[src/rtl/usb_tx_pkg.sv]
// usb_tx_pkg: shared types and constants for the USB transmit token path.
// Holds the serializer state encoding, the CRC5 constants and the single
// LFSR step used by the CRC5 generator.

package usb_tx_pkg;

    typedef enum logic [1:0] {
        IDLE = 2'd0,
        PID  = 2'd1,
        DATA = 2'd2,
        CRC  = 2'd3
    } tx_state_e;

    localparam logic [4:0] CRC5_INIT     = 5'b11111;
    localparam logic [4:0] CRC5_RESIDUAL = 5'b01100;
    localparam int         PID_W         = 8;

    // One serial step of the USB CRC5 LFSR (x^5 + x^2 + 1).
    function automatic logic [4:0] crc5_step(input logic [4:0] crc, input logic din);
        logic fb;
        fb = din ^ crc[4];
        return {crc[3], crc[2], crc[1] ^ fb, crc[0], fb};
    endfunction

endpackage

[src/rtl/usb_tx_crc5_gen.sv]
// usb_tx_crc5_gen: 5-bit CRC register for the token serializer.
// load restarts it at INIT; shift either folds din into the LFSR or, in
// out_mode, moves the finished remainder towards bit 4 for transmission.

module usb_tx_crc5_gen
    import usb_tx_pkg::*;
#(
    parameter logic [4:0] INIT = CRC5_INIT
) (
    input  logic       clk,
    input  logic       n_rst,
    input  logic       load,
    input  logic       shift,
    input  logic       din,
    input  logic       out_mode,
    output logic [4:0] crc
);

    logic [4:0] crc_d;

    // Next CRC value: load wins, then accumulate or shift-out.
    always_comb begin
        crc_d = crc;
        if (load) begin
            crc_d = INIT;
        end else if (shift) begin
            crc_d = out_mode ? {crc[3:0], 1'b0} : crc5_step(crc, din);
        end
    end

    // CRC register.
    always_ff @(posedge clk or negedge n_rst) begin
        if (!n_rst) begin
            crc <= INIT;
        end else begin
            crc <= crc_d;
        end
    end

endmodule

[src/rtl/usb_tx_token_crc5.sv]
// usb_tx_token_crc5: serializes an 11-bit USB token payload LSB-first, one
// bit per shift_enable strobe, then appends the complemented CRC5 MSB-first.
// Build option: define USB_TX_PID_EN to send the 8-bit {~pid, pid} field
// (LSB-first, outside the CRC) ahead of the payload.

module usb_tx_token_crc5
    import usb_tx_pkg::*;
#(
    parameter int         DATA_W   = 11,
    parameter logic [4:0] CRC_INIT = CRC5_INIT
) (
    input  logic              clk,
    input  logic              n_rst,
    input  logic              tok_valid,
    output logic              tok_ready,
    input  logic [DATA_W-1:0] tok_data,
    input  logic [3:0]        tok_pid,
    input  logic              shift_enable,
    input  logic              tx_abort,
    output logic              tx_bit,
    output logic              tx_active,
    output logic              tx_done
);

`ifdef USB_TX_PID_EN
    localparam int SH_W = DATA_W + PID_W;
`else
    localparam int SH_W = DATA_W;
`endif
    localparam int CNT_RAW = $clog2(DATA_W + 1);
    localparam int CNT_W   = (CNT_RAW > 3) ? CNT_RAW : 3;

    localparam logic [CNT_W-1:0] DATA_LAST = CNT_W'(DATA_W - 1);
    localparam logic [CNT_W-1:0] CRC_LAST  = CNT_W'(4);
`ifdef USB_TX_PID_EN
    localparam logic [CNT_W-1:0] PID_LAST  = CNT_W'(PID_W - 1);
`endif

    tx_state_e        state, state_d;
    logic [SH_W-1:0]  shreg, shreg_d;
    logic [CNT_W-1:0] cnt, cnt_d;
    logic             tx_bit_d;
    logic             tx_done_d;
    logic             accept;
    logic             crc_load;
    logic             crc_shift;
    logic             crc_out_mode;
    logic [4:0]       crc;

`ifndef USB_TX_PID_EN
    logic unused_pid;
    assign unused_pid = ^tok_pid;
`endif

    // Ready only in IDLE and not during the tx_done cycle, so a new payload
    // lands the cycle after tx_done.
    assign tok_ready    = (state == IDLE) && !tx_done;
    assign accept       = tok_valid && tok_ready;
    assign tx_active    = (state != IDLE);
    assign crc_out_mode = (state == CRC);

    usb_tx_crc5_gen #(
        .INIT (CRC_INIT)
    ) u_crc (
        .clk      (clk),
        .n_rst    (n_rst),
        .load     (crc_load),
        .shift    (crc_shift),
        .din      (shreg[0]),
        .out_mode (crc_out_mode),
        .crc      (crc)
    );

    // Next-state, datapath and output decode; abort overrides everything.
    always_comb begin
        // NOTE: every output of this block gets a default first, so no path
        // leaves a signal unassigned and no latch is inferred.
        state_d   = state;
        shreg_d   = shreg;
        cnt_d     = cnt;
        tx_bit_d  = tx_bit;
        tx_done_d = 1'b0;
        crc_load  = 1'b0;
        crc_shift = 1'b0;

        if (tx_abort) begin
            state_d  = IDLE;
            cnt_d    = '0;
            tx_bit_d = 1'b1;
            crc_load = 1'b1;
        end else begin
            case (state)
                IDLE: begin
                    // A strobe in the acceptance cycle is deliberately ignored.
                    if (accept) begin
`ifdef USB_TX_PID_EN
                        shreg_d  = {tok_data, ~tok_pid, tok_pid};
                        state_d  = PID;
                        tx_bit_d = tok_pid[0];
`else
                        shreg_d  = tok_data;
                        state_d  = DATA;
                        tx_bit_d = tok_data[0];
`endif
                        cnt_d    = '0;
                        crc_load = 1'b1;
                    end
                end
`ifdef USB_TX_PID_EN
                PID: begin
                    if (shift_enable) begin
                        shreg_d  = shreg >> 1;
                        tx_bit_d = shreg[1];
                        if (cnt == PID_LAST) begin
                            cnt_d   = '0;
                            state_d = DATA;
                        end else begin
                            cnt_d = cnt + 1'b1;
                        end
                    end
                end
`endif
                DATA: begin
                    if (shift_enable) begin
                        crc_shift = 1'b1;
                        shreg_d   = shreg >> 1;
                        if (cnt == DATA_LAST) begin
                            cnt_d    = '0;
                            state_d  = CRC;
                            // Bit 4 after the LFSR step is the current bit 3.
                            tx_bit_d = ~crc[3];
                        end else begin
                            cnt_d    = cnt + 1'b1;
                            tx_bit_d = shreg[1];
                        end
                    end
                end
                CRC: begin
                    if (shift_enable) begin
                        crc_shift = 1'b1;
                        if (cnt == CRC_LAST) begin
                            cnt_d     = '0;
                            state_d   = IDLE;
                            tx_bit_d  = 1'b1;
                            tx_done_d = 1'b1;
                        end else begin
                            cnt_d    = cnt + 1'b1;
                            tx_bit_d = ~crc[3];
                        end
                    end
                end
                default: state_d = IDLE;
            endcase
        end
    end

    // State register.
    always_ff @(posedge clk or negedge n_rst) begin
        if (!n_rst) begin
            state <= IDLE;
        end else begin
            // NOTE: sequential state uses non-blocking assignments so every
            // register samples pre-edge values regardless of block ordering.
            state <= state_d;
        end
    end

    // Datapath and registered outputs.
    always_ff @(posedge clk or negedge n_rst) begin
        if (!n_rst) begin
            // NOTE: the shift register is reset too; its contents are dead in
            // IDLE, but a defined value keeps reset behaviour deterministic.
            shreg   <= '0;
            cnt     <= '0;
            tx_bit  <= 1'b1;
            tx_done <= 1'b0;
        end else begin
            shreg   <= shreg_d;
            cnt     <= cnt_d;
            tx_bit  <= tx_bit_d;
            tx_done <= tx_done_d;
        end
    end

endmodule

[config.mk]
export PLATFORM = sky130hd
export DESIGN_NAME = usb_tx_token_crc5
export DESIGN_NICKNAME = d
export VERILOG_FILES = /design/src/rtl/usb_tx_pkg.sv /design/src/rtl/usb_tx_crc5_gen.sv /design/src/rtl/usb_tx_token_crc5.sv
export SDC_FILE = /design/constraint.sdc
export NUM_CORES = 1
export LEC_CHECK = 0
export ABC_AREA = 1
export CAP_MARGIN = 20
export CORE_MARGIN = 2
export CORE_UTILIZATION = 41
export CTS_CLUSTER_SIZE = 8
export DETAILED_ROUTE_END_ITERATION = 7
export PLACE_DENSITY = 0.73
export SETUP_SLACK_MARGIN = 0.3
export SYNTH_ARGS = -nofsm -noshare
export SYNTH_HDL_FRONTEND = slang
export SYNTH_SLANG_ARGS = --single-unit
[constraint.sdc]
create_clock -name clk -period 1.83 [get_ports clk]
set_clock_uncertainty 0.2 [all_clocks]
set_input_delay 0.366 -clock clk [delete_from_list [all_inputs] [get_ports clk]]
set_output_delay 0.366 -clock clk [all_outputs]
set_load 0.05 [all_outputs]
==> results of run 1 <==
## power groups by stage
stage	clock, uW	sequential [uW]	combinational (uW)
after global placement	0	841	1200
after CTS	260	819	1310
after floorplan	0	854	872
after detailed placement	0	849	1230
after global routing	283	850	2090
final	258	834	1940
## repair_timing
| item | in CTS | in global routing |
|---|---|---|
| endpoints found under the setup margin | 10 | 24 |
| pin swaps | 1 | 32 |
| gates cloned | 0 | 3 |
| resized for setup | 6 | 87 |
| buffers inserted | 3 | 10 |
## cell type report
class,count,area share
Clock buffer,4,0.01197
Inverter,31,0.06325
Multi-Input combinational cell,118,0.4006
Sequential cell,24,0.2792
Tap cell,46,0.02621
Timing Repair Buffer,40,0.2063
Timing Repair inverter,2,0.01254
## cell usage in the layout (no fill, tap or decap)
master / count
buf_12: 6
o21ai_1: 7
clkinv_8: 2
nor4_1: 1
a21oi_4: 1
nand3_1: 7
inv_2: 7
ha_4: 2
dfrtp_2: 4
clkbuf_4: 3
inv_6: 1
dfstp_2: 6
buf_4: 12
xor2_1: 1
clkdlybuf4s50_1: 15
clkbuf_16: 1
inv_1: 20
nor2_4: 4
nand4_1: 2
inv_8: 1
ha_1: 1
inv_4: 2
clkbuf_1: 1
buf_6: 6
o21ai_0: 1
o21ai_2: 18
dfrtp_1: 14
nand2_1: 33
a21oi_2: 3
nand3_2: 9
nand3_4: 1
nand2_4: 12
nor2_8: 1
a21oi_1: 4
nand2_2: 10
## flip-flops by register name, summed over array words and instances, names as in the netlist
| name | count |
|---|---|
| tx_done | 1 |
| cnt | 4 |
| state | 2 |
| u_crc.crc | 5 |
| shreg | 11 |
| tx_bit | 1 |
## final timing paths
kind	start	to	depth (start not counted)
max	state[0]	tok_ready	4
max reg2reg	state[1]	state[0]	11
min reg2reg	tx_bit	tx_bit	2
max in group asynchronous	n_rst	u_crc.crc[2]	2
min in group clk	tx_bit	tx_bit	2
min	n_rst	shreg[1]	2
## cells by family (layout without fill, tap and decap cells)
| family | Yosys count | in the layout | share of synthesized area |
|---|---|---|---|
| simple gates | 80 | 80 | 0.2663 |
| buf+inv | 35 | 77 | 0.1153 |
| compound gates | 34 | 34 | 0.1510 |
| flops | 24 | 24 | 0.4343 |
| fa+ha+maj | 3 | 3 | 0.02681 |
| xor+xnor | 1 | 1 | 0.006257 |
## metrics by stage
stage | setup WS (ps) | TNS (ps)
after floorplan | 78.44 | 0
after global placement | 10.66 | 0
after detailed placement | -12.08 | -12.08
after CTS | 7.588 | 0
after global routing | -23.55 | -23.55
final | 21.21 | 0
## layer usage
metal | vias to the layer above | share of wire | GRT usage
met5 | - | 0 | 0
met3 | 12 | 0.028 | 0.01982
met4 | 0 | 0.031 | 0.07778
met1 | 656 | 0.44 | 0.1974
li1 | 646 | - | -
met2 | 28 | 0.50 | 0.2473
==> impl_results.md, run 1 <==
* Post-synth top area cell: dfrtp_1
* RSZ-0062 raised after global routing: true
* Crit path max-delay family: flip-flops
* Slowest CP cell: dfrtp_2
* Clock sink total at 24
* Crit path buffers/inverters at 2
* Largest net degree at the start of global routing at 25
* Pint at ~1700 uW
* Clock slew at reported path FFs at about 150 ps
* CP startpoint kind: register
* Final Hold Slack at between 150 and 200 ps
* Post-Syn Nets at 200
* Crit Path Class: register to output port
* VDD IR-drop max at 0.6266 mV
* Syn Std Cell Area at roughly 0.0014 mm2
* Dominant cells by area after synthesis: dfrtp_1, nand2_1, dfstp_2
* Crit. End Element: output port
* Final GP Congestion at 0.8365
* Final nets at ~240
* HPWL after DPL at 1.939 mm
* Reg2Reg Setup Slack at 150 ps
* Fill count at about 280
* Vias at about 1300
* Site row count at 21
* Final slew viol count at 0
* CTS root buf: clkbuf_4
* Post-layout minimum cycle time at about 1800 ps
* Clk Latency, worst-skew pair at around 340 ps
* Combinational Power Share at 0.640
* Register area at roughly 610 um2
* Syn Area/Cell at around 8 um2
* Ratio of cells with drive above 1 in the final layout at 0.5114
* CP peak stage delay at ~450 ps
* Count leader, synth: nand2_1
* Routed Antenna Nets at 0
* Critical Path Fanout Max at 3
* Synthesis Warnings at 0
* Synth top area share at 0.3217
* Maximum clock frequency at about 550 MHz
* Grt total ovfl at 0
* P&R area growth vs syn at 56.84%
* PortBufs at 19
* Sw Share at 0.4517
* DRT Pass-1 Iters at 4
* Post-route DRC at 0
* Leakage at between 0.001 and 0.0015 uW
* Flops & latches, synth at 24
* First-pass GRT wire length at between 4 and 5 mm
* Power Density at roughly 1400 mW/mm2
* Data arrival, critical path at about 1200 ps
* DRT iter0 DRCs at 43
* ANT cells at 0
* Status: complete, no violations
* CTS tree: done
* All-layer global routing usage at 0.1515
* H-tree Lvls at 1
* Die Ht at roughly 62 um
* Post-synth top cells: nand2_1, inv_1, dfrtp_1
* I/O pin count at 24
* Syn Inst Count at between 150 and 200
* Period utilization at 0.9884
* Area after DPL at ~0.0017 mm2
* Clock share of power at 0.085
* Initial antenna violation count at 0
* Wirelength, routed at between 3 and 4 mm
* DIE AREA at ~0.004 mm2
* Vias in the first global route at ~1100
* Max Cap Violations at 0
* Non-Filler Instances at ~270
* Final instance area at between 0.002 and 0.0025 mm2
* Placed cell count at approximately 250
* Multi-input gate area in the final layout at between 800 and 900 um2
* Core Util, Final at 0.6633
* Synth Flop Type: dfrtp_1
* Critical Path RT at approximately 1300 ps
* Via density per instance at between 5 and 6
* Sequential share of the synthesized area at 0.4343
* CORE AREA at ~0.0033 mm2
* EDFF count, synth at 0
* Sequential power share at 0.275
* Final Hold Fails at 0
* Crit-path cells: nor2_4 > inv_2 > nor2_4 > buf_12
* Hold Path Class: input port to asynchronous set/reset pin
* Synth async-reset ratio at 1.000
* Worst Tran Pin Value at around 310 ps
* CP dominant cell by count: nor2_4
* NetSw at ~1400 uW
* Initial Util at 0.4229
* Clk buf depth at 2
* Chip width at between 60 and 70 um
* Endpoints failing setup at 0
* Cts hold-fix bufs at 0
* Final Power at slightly above 3000 uW
* Routed wire per std cell at ~14 um
* Synth unique cells at 22
* Slew HR at 0.7943
* Num CTS Buffers at 3
Power figures use the tool's default switching activity.
==> inputs of run 2 (changes only) <==
HOLD_SLACK_MARGIN = 0.05   (was unset)
==> results of run 2 <==
Same layout as run 1: the final DEF is identical, and so are final timing and power.
